===== config.mk =====
export PLATFORM = sky130hd
export DESIGN_NAME = ecc_apb_requester
export DESIGN_NICKNAME = d
export VERILOG_FILES = /design/src/rtl/ecc_apb_pkg.sv /design/src/rtl/ecc_cmd_fifo.sv /design/src/rtl/ecc_apb_requester.sv
export SDC_FILE = /design/constraint.sdc
export NUM_CORES = 1
export LEC_CHECK = 0
export CORE_ASPECT_RATIO = 0.5
export CORE_UTILIZATION = 50
export CTS_BUF_LIST = sky130_fd_sc_hd__clkbuf_8
export DETAILED_ROUTE_END_ITERATION = 8
export HOLD_SLACK_MARGIN = 0.02
export PLACE_DENSITY = 0.78
export SLEW_MARGIN = 30
export SYNTH_ARGS = -nofsm -noshare
export SYNTH_HDL_FRONTEND = slang
export SYNTH_SLANG_ARGS = --single-unit
export TNS_END_PERCENT = 5

===== constraint.sdc =====
create_clock -name clk -period 2.5 [get_ports clk]
set_clock_uncertainty 0.05 [all_clocks]
set_input_delay 0.25 -clock clk [delete_from_list [all_inputs] [get_ports clk]]
set_output_delay 0.25 -clock clk [all_outputs]
set_load 0.03 [all_outputs]

===== src/rtl/ecc_apb_pkg.sv =====
// Shared types for the ECC APB requester: FSM state encoding and the queued
// command record carried through the command FIFO.
package ecc_apb_pkg;

  localparam int ADDR_W = 20;
  localparam int WORD_W = 32;

  typedef enum logic [1:0] {
    IDLE,
    SETUP,
    ACCESS,
    WAIT_DONE
  } state_e;

  typedef struct packed {
    logic              write;
    logic              wait_done;
    logic [ADDR_W-1:0] addr;
    logic [WORD_W-1:0] wdata;
  } cmd_t;

endpackage


===== src/rtl/ecc_cmd_fifo.sv =====
// Synchronous command FIFO with registered occupancy; a pushed entry is only
// visible to the reader from the following cycle.
module ecc_cmd_fifo
  import ecc_apb_pkg::*;
#(
  parameter int DEPTH = 4
) (
  input  logic                   clk,
  input  logic                   rst,
  input  logic                   push,
  input  logic                   pop,
  input  cmd_t                   wdata,
  output cmd_t                   rdata,
  output logic                   full,
  output logic                   empty,
  output logic [$clog2(DEPTH):0] count
);

  localparam int AW = $clog2(DEPTH);
  localparam int CW = AW + 1;

  cmd_t          mem [DEPTH];
  logic [AW-1:0] wr_ptr;
  logic [AW-1:0] rd_ptr;
  logic          do_push;
  logic          do_pop;

  assign full    = (count == CW'(DEPTH));
  assign empty   = (count == '0);
  assign do_push = push && !full;
  assign do_pop  = pop && !empty;
  assign rdata   = mem[rd_ptr];

  // Pointers wrap naturally because DEPTH is a power of two.
  always_ff @(posedge clk or negedge rst) begin
    if (!rst) begin
      wr_ptr <= '0;
      rd_ptr <= '0;
      count  <= '0;
    end else begin
      if (do_push) wr_ptr <= wr_ptr + AW'(1);
      if (do_pop)  rd_ptr <= rd_ptr + AW'(1);
      case ({do_push, do_pop})
        2'b10:   count <= count + CW'(1);
        2'b01:   count <= count - CW'(1);
        default: count <= count;
      endcase
    end
  end

  always_ff @(posedge clk) begin
    if (do_push) mem[wr_ptr] <= wdata;
  end

endmodule


===== src/rtl/ecc_apb_requester.sv =====
// APB initiator for the ECC encoder/decoder slave: drains queued register
// commands as SETUP/ACCESS pairs and optionally waits for operation_done.
module ecc_apb_requester
  import ecc_apb_pkg::*;
#(
  parameter int AMBA_ADDR_WIDTH = ADDR_W,
  parameter int AMBA_WORD       = WORD_W,
  parameter int FIFO_DEPTH      = 4,
  parameter int DONE_TIMEOUT    = 256
) (
  input  logic                       clk,
  input  logic                       rst,
  input  logic                       cmd_valid,
  output logic                       cmd_ready,
  input  logic                       cmd_write,
  input  logic                       cmd_wait_done,
  input  logic [AMBA_ADDR_WIDTH-1:0] cmd_addr,
  input  logic [AMBA_WORD-1:0]       cmd_wdata,
  output logic                       rsp_valid,
  output logic [AMBA_WORD-1:0]       rsp_rdata,
  output logic                       done_pulse,
  output logic                       timeout_err,
  input  logic                       err_clr,
  output logic                       busy,
  output logic [AMBA_ADDR_WIDTH-1:0] PADDR,
  output logic [AMBA_WORD-1:0]       PWDATA,
  output logic                       PSEL,
  output logic                       PENABLE,
  output logic                       PWRITE,
  input  logic [AMBA_WORD-1:0]       PRDATA,
  input  logic                       operation_done
);

  localparam int                CNT_W    = $clog2(DONE_TIMEOUT);
  localparam logic [CNT_W-1:0]  CNT_LAST = CNT_W'(DONE_TIMEOUT - 1);

  state_e                      state;
  state_e                      next_state;
  cmd_t                        push_cmd;
  cmd_t                        head;
  logic                        fifo_full;
  logic                        fifo_empty;
  logic [$clog2(FIFO_DEPTH):0] fifo_count;
  logic                        pop;
  logic                        leave;
  logic                        done_hit;
  logic                        timeout_hit;
  logic                        capture;
  logic                        cur_wait_done;
  logic [CNT_W-1:0]            wait_cnt;

  always_comb begin
    push_cmd.write     = cmd_write;
    push_cmd.wait_done = cmd_wait_done;
    push_cmd.addr      = cmd_addr;
    push_cmd.wdata     = cmd_wdata;
  end

  ecc_cmd_fifo #(
    .DEPTH (FIFO_DEPTH)
  ) u_fifo (
    .clk   (clk),
    .rst   (rst),
    .push  (cmd_valid && cmd_ready),
    .pop   (pop),
    .wdata (push_cmd),
    .rdata (head),
    .full  (fifo_full),
    .empty (fifo_empty),
    .count (fifo_count)
  );

  assign cmd_ready = !fifo_full;
  assign busy      = (state != IDLE) || (fifo_count != '0);
  assign capture   = (state == ACCESS) && !PWRITE;

  always_ff @(posedge clk or negedge rst) begin
    if (!rst) state <= IDLE;
    else      state <= next_state;
  end

  // ACCESS and a finished WAIT_DONE share one exit: chain straight into the
  // next SETUP when work is queued so PSEL never drops between transfers.
  always_comb begin
    next_state  = state;
    pop         = 1'b0;
    leave       = 1'b0;
    done_hit    = 1'b0;
    timeout_hit = 1'b0;
    case (state)
      IDLE: begin
        if (!fifo_empty) begin
          pop        = 1'b1;
          next_state = SETUP;
        end
      end
      SETUP:  next_state = ACCESS;
      ACCESS: begin
        if (PWRITE && cur_wait_done) next_state = WAIT_DONE;
        else                         leave      = 1'b1;
      end
      WAIT_DONE: begin
        if (operation_done)            done_hit    = 1'b1;
        else if (wait_cnt == CNT_LAST) timeout_hit = 1'b1;
        leave = done_hit || timeout_hit;
      end
      default: next_state = IDLE;
    endcase
    if (leave) begin
      if (!fifo_empty) begin
        pop        = 1'b1;
        next_state = SETUP;
      end else begin
        next_state = IDLE;
      end
    end
  end

  always_ff @(posedge clk or negedge rst) begin
    if (!rst) begin
      PSEL          <= 1'b0;
      PENABLE       <= 1'b0;
      PWRITE        <= 1'b0;
      PADDR         <= '0;
      PWDATA        <= '0;
      cur_wait_done <= 1'b0;
    end else begin
      PSEL    <= (next_state == SETUP) || (next_state == ACCESS);
      PENABLE <= (next_state == ACCESS);
      if (pop) begin
        PADDR         <= head.addr;
        PWDATA        <= head.wdata;
        PWRITE        <= head.write;
        cur_wait_done <= head.wait_done;
      end
    end
  end

  // A timeout raised in the same cycle as err_clr must stay visible.
  always_ff @(posedge clk or negedge rst) begin
    if (!rst) begin
      rsp_valid   <= 1'b0;
      rsp_rdata   <= '0;
      done_pulse  <= 1'b0;
      timeout_err <= 1'b0;
      wait_cnt    <= '0;
    end else begin
      rsp_valid  <= capture;
      done_pulse <= done_hit;
      if (capture)          rsp_rdata   <= PRDATA;
      if (timeout_hit)      timeout_err <= 1'b1;
      else if (err_clr)     timeout_err <= 1'b0;
      if (state == WAIT_DONE) wait_cnt <= wait_cnt + CNT_W'(1);
      else                    wait_cnt <= '0;
    end
  end

endmodule


==> run summary, run 1 <==
part of the Yosys area used for sequential elements - 75.1%
total core area - 24000 um2
Routed Antenna Nets - 0
Final #Nets - 886
IO Pins - 183
Pleak - 5.71 nW
Die H - 113 um
vias in the first global route - 6331
Post-Place Setup Slack - 0.0118 ns
routed wl met3 - 1080 um
total of max-cap violations - 0
Yosys cell types - 38
Yosys top cell area share - 53.0%
Crit path arrival time - 2.79 ns
Relative slew margins - 54.3%
drt first pass iters - 4
Final Setup Violations - 0
Final min period - 2.39 ns
# DRC - 0
WS Path Type - reg -> reg
Worst Path Required - 2.90 ns
xor and xnor area share after synthesis - 0.716%
met2 wire len - 11400 um
Hold Crit Depth - 2
critical path launch point type - flip-flop
Clock transition at path regs - 0.06 ns
slowest stage delay, CP - 0.39 ns
Synth Area in Compound Gates - 0.726%
die area - 25100 um2
dpl hpwl - 13400 um
R2R Path End - u_fifo.count[2]
gr ovfl total - 0
hold endpoint - timeout_err
Inserted Clock Buffers - 45
wire per inst - 19.9 um
wirelength, routed - 22700 um
Via density - 5.14
initial antenna violation count - 1
vias after detailed routing - 5857
Layout fillers - 1640
Mapped Cells - 561
DR top layer - met4
largest net degree at the start of global routing - 56
die width - 223 um
CTS tree - built
setup slack after layout - 0.110 ns
Reg2Reg Depth - 10
Critical R2R Launch - wait_cnt[1]
Starting Density - 50.9%
post-synthesis instance area - 12200 um2
Adder-Cell Fraction of Synth Area - 0.880%
most instantiated library cell after synthesis - edfxtp_1
critical path fanouts, max - 4
share of layout cells above drive strength 1 - 29.0%
Total GRT Usage - 18.8%
outcome - completed
H-tree depth - 2
hold path start - err_clr
CP Cell Sequence - ha_4 -> nand3_4 -> or3_4 -> a31oi_4 -> ha_4 -> inv_2 -> fa_2 -> xor2_1 -> nor2_1 -> xor2_1
maximum vdd ir drop - 0.652 mV
clock sinks - 324
Site Rows - 40
Tot Pwr - 20.3 mW
pwr dens - 1310 nW/um2
pins over their slew limit - 0
largest area contributor in the netlist - edfxtp_1
flops & latches, synth - 324
Area contributors post-synth - edfxtp_1 (53%), dfrtp_1 (22%), mux4_2 (9.9%), mux2_4 (4.7%), mux2_2 (4.5%)
ys async rst share - 33.3%
Iteration-0 DRC Markers - 313
main combinational cell family by area after synthesis - multiplexers
Syn Area/Cell - 21.8 um2
proportion of synthesized area in mux cells - 19.2%
Critical Path Sink Type - flip-flop
routability cong. - 0.727
Critical-path top delay cell - dfrtp_1
area delta synth->final - 26.5%
most frequent cells after synthesis - edfxtp_1 (216), dfrtp_1 (108), mux4_2 (54), mux2_2 (49), mux2_4 (38)
flop-to-flop setup slack - 0.11 ns
synth warn - 0
Simple-Gate Fraction of Synth Area - 1.55%
DRT met1 WL - 9980 um
Final Cycle Share - 95.6%
Net Count, Synth - 660
IO buf count - 182
Fin. Hold Viols - 0
root buffer cell - clkbuf_8
Worst-Margin Slew - 0.686 ns
clock latency on the worst-skew pair - 0.56 ns
worst min path class - in -> reg
Most used DFF post-synth - edfxtp_1
first-pass GRT wire length - 35800 um
EDFF count, synth - 216
FMAX - 0.418 GHz
deepest clock path buffer count - 3
TNS Setup - 0 ns
where the power goes:
group / switching, mW / total (mW) / leakage [nW] / internal, mW
sequential: 0.763 / 8.17 / 3.27 / 7.41
combinational: 4.01 / 8.28 / 1.91 / 4.27
clock: 1.90 / 3.87 / 0.527 / 1.97
area by class of cell:
cell class                 instances  area (um2)  share of cell area, %
antenna                            1        2.50                 0.0162
clock buffer                      54         743                   4.80
clock inverter                    29         131                  0.849
inverter                           9        33.8                  0.218
multi-input combinational        204        2870                   18.6
sequential                       324        9190                   59.4
tap                              315         394                   2.55
timing repair buffer             203        2100                   13.6
logic make-up after synthesis:
group | count (synthesis)
AO/OA/AOI/OAI | 10
adder cells (fa/ha/maj) | 8
multiplexers | 142
buffers and inverters | 33
AND/OR/NAND/NOR | 34
XOR/XNOR | 10
flip-flops | 324
cells in the final DEF, fill, tap and decap left out, types with 2 or more instances in the layout:
cell             instances
dfrtp_1                106
clkinv_2                 4
ha_4                     2
buf_4                   11
and3_1                   4
nand3_1                  5
or2_2                    2
ha_1                     5
or3_1                    3
clkinv_1                 3
inv_1                   28
and3_2                   4
nand2_1                  4
mux2_4                  38
nor2_1                   6
mux4_2                  54
o21ai_0                  2
a21oi_1                  2
mux2_2                  49
edfxtp_1               216
clkbuf_8                54
clkdlybuf4s50_1        180
xnor2_1                  6
xor2_1                   4
buf_12                  10
critical path: cells and delay by family, from the launching register on:
kind                       cells  cell delay, ns
and+or+nand+nor                3            0.58
DFF                            1            0.39
adders and majority gates      3            0.67
xor gates and xnor gates       2            0.31
buffers and inverters          1            0.04
AOI/OAI and AO/OA              1            0.26
what timing repair did:
item / 4_1_cts / 5_1_grt
hold endpoints to repair: 45 / 0
hold buffers: 1 / 0
pin swaps: 1 / 2
cloned: 0 / 0
resized for setup: 1 / 4
endpoints found under the setup margin: 2 / 1
setup buffers: 0 / 1
sequential cells by signal (all words and copies together), names as in the netlist:
| name | flops |
|---|---|
| u_fifo.mem | 216 |
| PWDATA | 32 |
| rsp_rdata | 32 |
| PADDR | 20 |
| wait_cnt | 8 |
| u_fifo.count | 3 |
| state | 2 |
| u_fifo.rd_ptr | 2 |
| u_fifo.wr_ptr | 2 |
| PENABLE | 1 |
| PSEL | 1 |
| PWRITE | 1 |
| cur_wait_done | 1 |
| done_pulse | 1 |
| rsp_valid | 1 |
| timeout_err | 1 |
metal layers:
metal  vias up  global-route usage [%]
met3        25                    4.29
li1       2676                       -
met1      3013                    24.9
met4         0                    4.78
met5         -                       0
met2       143                    32.0
how the worst max path moves through the flow:
stage,cells after the start,to,startpoint
after floorplan,3,u_fifo.mem[1][0],u_fifo.count[0]
after global placement,10,u_fifo.count[2],wait_cnt[0]
after detailed placement,10,u_fifo.count[2],wait_cnt[0]
after CTS,10,u_fifo.count[2],wait_cnt[0]
after global routing,10,u_fifo.count[2],wait_cnt[1]
final,10,u_fifo.count[2],wait_cnt[1]
through the flow:
stage               area, um2  instances  hold slack (ns)  utilization (%)
CTS                     15400       1137            0.193             64.3
global placement        14600       1053            0.285             60.6
global route            15500       1139            0.184             64.4
detailed placement      14600       1053            0.288             60.6
floorplan               12300        561          -0.0956                -
finish                  15500       1139            0.238             64.4
No activity file was read; power rests on OpenSTA's default activity.
==> run 2, diff against run 1 <==
- ABC_AREA: not set -> 0
==> results of run 2 <==
The final DEF is identical to that of run 1; final timing and power are the same.
